--- config.mk ---
export PLATFORM = sky130hd
export DESIGN_NAME = alu_lockstep_monitor
export DESIGN_NICKNAME = d
export VERILOG_FILES = /design/src/rtl/alu_mon_pkg.sv /design/src/rtl/sat_counter.sv /design/src/rtl/alu_lockstep_monitor.sv
export SDC_FILE = /design/constraint.sdc
export NUM_CORES = 1
export LEC_CHECK = 0
export ABC_AREA = 1
export CAP_MARGIN = 25
export CORE_UTILIZATION = 40
export DETAILED_ROUTE_END_ITERATION = 8
export HOLD_SLACK_MARGIN = 0.12
export PLACE_DENSITY = 0.75
export SLEW_MARGIN = 20
export SYNTH_ARGS = -nofsm -noshare
export SYNTH_HDL_FRONTEND = slang
export SYNTH_HIERARCHICAL = 1
export SYNTH_SLANG_ARGS = --single-unit
--- constraint.sdc ---
create_clock -name clk -period 3.01 [get_ports clk]
set_clock_uncertainty 0.05 [all_clocks]
set_input_delay 0.4515 -clock clk [delete_from_list [all_inputs] [get_ports clk]]
set_output_delay 0.4515 -clock clk [all_outputs]
set_load 0.01 [all_outputs]
--- src/rtl/alu_mon_pkg.sv ---
// Shared definitions for the ALU lockstep monitor: FSM encoding and the
// saturation limit helper used by the counters.
package alu_mon_pkg;

    typedef enum logic [1:0] {
        ST_ARMED    = 2'd0,
        ST_CAPTURED = 2'd1,
        ST_ALARM    = 2'd2
    } state_e;

    // Largest value representable in a w-bit unsigned counter.
    function automatic logic [31:0] cnt_max(input int w);
        if (w >= 32) begin
            cnt_max = 32'hFFFF_FFFF;
        end else begin
            cnt_max = (32'd1 << w) - 32'd1;
        end
    endfunction

endpackage

--- src/rtl/sat_counter.sv ---
// Saturating up-counter: adds inc when en is high, sticks at its maximum,
// and exposes its next value so the owner can act on it in the same cycle.
module sat_counter
    import alu_mon_pkg::*;
#(
    parameter int CNT_W = 16
) (
    input  logic             clk,
    input  logic             rst_n,
    input  logic             en,
    input  logic             inc,
    input  logic             clr,
    output logic [CNT_W-1:0] q,
    output logic [CNT_W-1:0] nxt
);

    localparam logic [CNT_W-1:0] MAX = CNT_W'(cnt_max(CNT_W));

    logic [CNT_W-1:0] q_q;
    logic [CNT_W-1:0] q_d;

    always_comb begin
        q_d = q_q;
        if (en && inc && (q_q != MAX)) begin
            q_d = q_q + CNT_W'(1);
        end
    end

    always_ff @(posedge clk) begin
        if (!rst_n || clr) begin
            q_q <= '0;
        end else begin
            q_q <= q_d;
        end
    end

    assign q   = q_q;
    assign nxt = q_d;

endmodule

--- src/rtl/alu_lockstep_monitor.sv ---
// Lockstep checker comparing a clean and a suspect ALU result every valid cycle;
// counts, captures the first mismatch, accumulates flipped bits, raises a sticky alarm.
module alu_lockstep_monitor
    import alu_mon_pkg::*;
#(
    parameter int WIDTH  = 4,
    parameter int OPW    = 2,
    parameter int CNT_W  = 16,
    parameter int THRESH = 1
) (
    input  logic             clk,
    input  logic             rst_n,
    input  logic             in_valid,
    input  logic [WIDTH-1:0] in_a,
    input  logic [WIDTH-1:0] in_b,
    input  logic [OPW-1:0]   in_op,
    input  logic [WIDTH-1:0] y_ref,
    input  logic [WIDTH-1:0] y_dut,
    input  logic             clr,
    output logic [CNT_W-1:0] vec_count,
    output logic [CNT_W-1:0] mism_count,
    output logic             cap_valid,
    output logic [WIDTH-1:0] cap_a,
    output logic [WIDTH-1:0] cap_b,
    output logic [OPW-1:0]   cap_op,
    output logic [WIDTH-1:0] cap_ref,
    output logic [WIDTH-1:0] cap_diff,
    output logic [WIDTH-1:0] diff_acc,
    output logic             alarm,
    output logic [1:0]       state
);

    localparam logic [CNT_W-1:0] THRESH_C = CNT_W'(THRESH);

    logic             accept;
    logic             mism;
    logic [WIDTH-1:0] diff;
    logic [CNT_W-1:0] vec_nxt;
    logic [CNT_W-1:0] mism_nxt;
    logic             hit_thresh;

    state_e           state_q;
    logic             cap_valid_q;
    logic [WIDTH-1:0] cap_a_q;
    logic [WIDTH-1:0] cap_b_q;
    logic [OPW-1:0]   cap_op_q;
    logic [WIDTH-1:0] cap_ref_q;
    logic [WIDTH-1:0] cap_diff_q;
    logic [WIDTH-1:0] diff_acc_q;

    // clr wins over a coincident sample, so the sample is never accepted.
    // Case inequality makes X/Z on either result count as a mismatch.
    assign accept     = in_valid && !clr;
    assign mism       = (y_ref !== y_dut);
    assign diff       = y_ref ^ y_dut;
    assign hit_thresh = (mism_nxt >= THRESH_C);

    sat_counter #(.CNT_W(CNT_W)) u_vec_cnt (
        .clk   (clk),
        .rst_n (rst_n),
        .en    (accept),
        .inc   (1'b1),
        .clr   (clr),
        .q     (vec_count),
        .nxt   (vec_nxt)
    );

    sat_counter #(.CNT_W(CNT_W)) u_mism_cnt (
        .clk   (clk),
        .rst_n (rst_n),
        .en    (accept),
        .inc   (mism),
        .clr   (clr),
        .q     (mism_count),
        .nxt   (mism_nxt)
    );

    always_ff @(posedge clk) begin
        if (!rst_n || clr) begin
            state_q <= ST_ARMED;
        end else if (accept) begin
            case (state_q)
                ST_ARMED: begin
                    if (mism) begin
                        state_q <= hit_thresh ? ST_ALARM : ST_CAPTURED;
                    end
                end
                ST_CAPTURED: begin
                    if (hit_thresh) begin
                        state_q <= ST_ALARM;
                    end
                end
                ST_ALARM: state_q <= ST_ALARM;
                default:  state_q <= ST_ARMED;
            endcase
        end
    end

    always_ff @(posedge clk) begin
        if (!rst_n || clr) begin
            cap_valid_q <= 1'b0;
            cap_a_q     <= '0;
            cap_b_q     <= '0;
            cap_op_q    <= '0;
            cap_ref_q   <= '0;
            cap_diff_q  <= '0;
            diff_acc_q  <= '0;
        end else if (accept) begin
            diff_acc_q <= diff_acc_q | diff;
            // Only the first mismatch since reset/clr is kept.
            if (mism && (state_q == ST_ARMED)) begin
                cap_valid_q <= 1'b1;
                cap_a_q     <= in_a;
                cap_b_q     <= in_b;
                cap_op_q    <= in_op;
                cap_ref_q   <= y_ref;
                cap_diff_q  <= diff;
            end
        end
    end

    assign cap_valid = cap_valid_q;
    assign cap_a     = cap_a_q;
    assign cap_b     = cap_b_q;
    assign cap_op    = cap_op_q;
    assign cap_ref   = cap_ref_q;
    assign cap_diff  = cap_diff_q;
    assign diff_acc  = diff_acc_q;
    assign alarm     = (state_q == ST_ALARM);
    assign state     = state_q;

endmodule

==> results.cfg, run 1 <==
[status]
status = complete, no violations

[power]
p_sw_share_pct = 24.8
clockPowerShare_pct = 45.5
seq_power_share_pct = 44.4
peakVddDrop_mv = 0.222
p_leak_nw = 1.92
p_comb_share_pct = 10.2
p_switching_mw = 0.431
p_per_area_nw_per_um2 = 383
power.internal_mw = 1.31

[layout]
final_cell_mix = nand2_1 (127), clkdlybuf4s50_1 (79), inv_1 (59), dfxtp_1 (57), nor2_1 (55)
nNetsFinal = 597
drive_gt1_share_pct = 17.1
diodes = 0
stdcell_area_um2 = 4540
syn_to_final_growth_pct = 33.0
fin_util_pct = 55.2
layout_commonest_cell = nand2_1

[min_path]
min_from = cap_valid
hold_class = flip-flop to flip-flop

[global_route]
grt_pass1_wl_um = 13300
overflow = 0
antenna_found_initial = 0
grt_max_degree = 22
grt_pass1_vias = 3034
grt_use_total_pct = 18.8

[placement]
gp_congestion = 0.868
hpwl_um = 6000
placed_area_um2 = 4310
dp_slack_ns = -0.138
io_buffers = 79

[timing]
maxSlewViolCount = 0
slew_headroom_pct = 54.7
worst_slew_pin_slew_ns = 0.679
period_share_pct = 89.4
rsz0062_at_grt = no
layout_setup_ws_ns = 0.320
final-hold-violation-count = 0
tns_ns = 0
min_period_ns = 2.69
clock.fmax_mhz = 372
hold_slack_ns = 0.413
setup_viol_count_final = 0

[detailed_routing]
wl_per_cell_um = 11.9
highest_layer = met4
via_per_inst = 4.87
drc = 0
dr.pass1.iters = 4
antenna_left = 0
wl_um = 8060
routed-wl-met2_um = 3960
drtIter0Drc = 119
vias = 3305
wl_met3_um = 467
wl_met1_um = 3540

[worst_setup_path]
crit_type = primary input to flip-flop
cp.arrival_ns = 2.87
critical_path.max_fanout = 5
cp-end-kind = flip-flop
critPathLaunch = y_ref[2]
start_kind = primary input
r2r-start = u_mism_cnt/q[1]
cp.required_ns = 3.19
rrSetupSlack_ns = 0.61

[cts]
cts.clk_slew.worst_paths_ns = 0.07
cts_sinks = 57
clk_latency_ns = 0.33
cts_buffers = 9
cts.path.max_buffers = 2
post-cts-setup-buffers = 0
cts_resized = 0
hold_buffers = 0
h-tree-depth = 3
cts_tree = built
ctsRootBufferMaster = clkbuf_8

[synthesis]
syn_area_per_cell_um2 = 7.11
netlist_area_um2 = 3410
synthCells = 480
syn_nets = 508
yosys_warnings = 6

[die]
die-area_um2 = 8900
start_util_pct = 41.5
pin_count = 80
fp.coreArea_um2 = 8220
num_rows = 33
dieWidth_um = 94.4
die_y_um = 94.4

[flow_run]
drv_cap = 0
==> critical path, cell delays in order <==
cell	delay, ns
clkdlybuf4s50_1	0.50
nor2_1	0.07
nor2_2	0.19
nor2_4	0.07
nand2_4	0.06
nand2_2	0.10
nor2_2	0.15
nand2_1	0.14
nor2_2	0.19
nand3_1	0.09
nand2_1	0.10
inv_1	0.04
nor2_1	0.10
nand2_1	0.06
nor2_1	0.16
nand3_1	0.13
nand3_2	0.12
nand2_1	0.05
nand2_1	0.06
nor2_1	0.04
==> sequential cells by signal, summed over array words and instances (netlist names) <==
register and flops:
cap_a 4, cap_b 4, cap_diff 4, cap_op 2
cap_ref 4, cap_valid 1, diff_acc 4, state 2
u_mism_cnt/q 16, u_vec_cnt/q 16
==> worst paths after layout <==
path | to | cells after the start
worst max register to register | state[1] | 16
worst max-delay path | state[1] | 20
worst min register to register | cap_valid | 2
worst min-delay path | cap_valid | 2
==> layout make-up <==
| type | count | area [um2] |
|---|---|---|
| clock buffer | 9 | 124 |
| sequential | 57 | 1140 |
| multi-input combinational | 352 | 1960 |
| timing repair buffer | 87 | 851 |
| fill | 783 | 3680 |
| inverter | 62 | 233 |
| clock inverter | 7 | 95.1 |
| tap | 105 | 131 |
==> power by group through the flow <==
stage                     sequential, mW  clock [mW]  combinational, mW
after global placement             0.789           0              0.175
after CTS                          0.772       0.814              0.178
after floorplan                    0.793           0              0.101
after detailed placement           0.789           0              0.178
after global routing               0.774       0.843              0.195
final                              0.772       0.791              0.177
==> metal layers <==
| metal | vias up | global-route usage (%) |
|---|---|---|
| met2 | 90 | 32.9 |
| met5 | - | 0 |
| li1 | 1676 | - |
| met1 | 1529 | 22.1 |
| met4 | 0 | 5.64 |
| met3 | 10 | 5.64 |
==> metrics by stage <==
step / std cells / total power [mW]
floorplan: 480 / 0.895
global placement: 663 / 0.963
detailed placement: 663 / 0.967
CTS: 679 / 1.76
global route: 679 / 1.81
finish: 679 / 1.74
Power figures use the tool's default switching activity.
==> run 2, diff against run 1 <==
--- a/config.mk
+++ b/config.mk
@@ -8,6 +8,7 @@
 export ABC_AREA = 1
 export CAP_MARGIN = 25
 export CORE_UTILIZATION = 40
+export CTS_CLUSTER_SIZE = 10
 export DETAILED_ROUTE_END_ITERATION = 8
 export HOLD_SLACK_MARGIN = 0.12
 export PLACE_DENSITY = 0.75
==> results of run 2 <==
No change in the layout: final DEF, timing and power equal those of run 1.
==> run 3, diff against run 2 <==
--- a/config.mk
+++ b/config.mk
@@ -12,6 +12,7 @@
 export DETAILED_ROUTE_END_ITERATION = 8
 export HOLD_SLACK_MARGIN = 0.12
 export PLACE_DENSITY = 0.75
+export SKIP_LAST_GASP = 1
 export SLEW_MARGIN = 20
 export SYNTH_ARGS = -nofsm -noshare
 export SYNTH_HDL_FRONTEND = slang
==> results of run 3 <==
No change in the layout: final DEF, timing and power equal those of run 1.
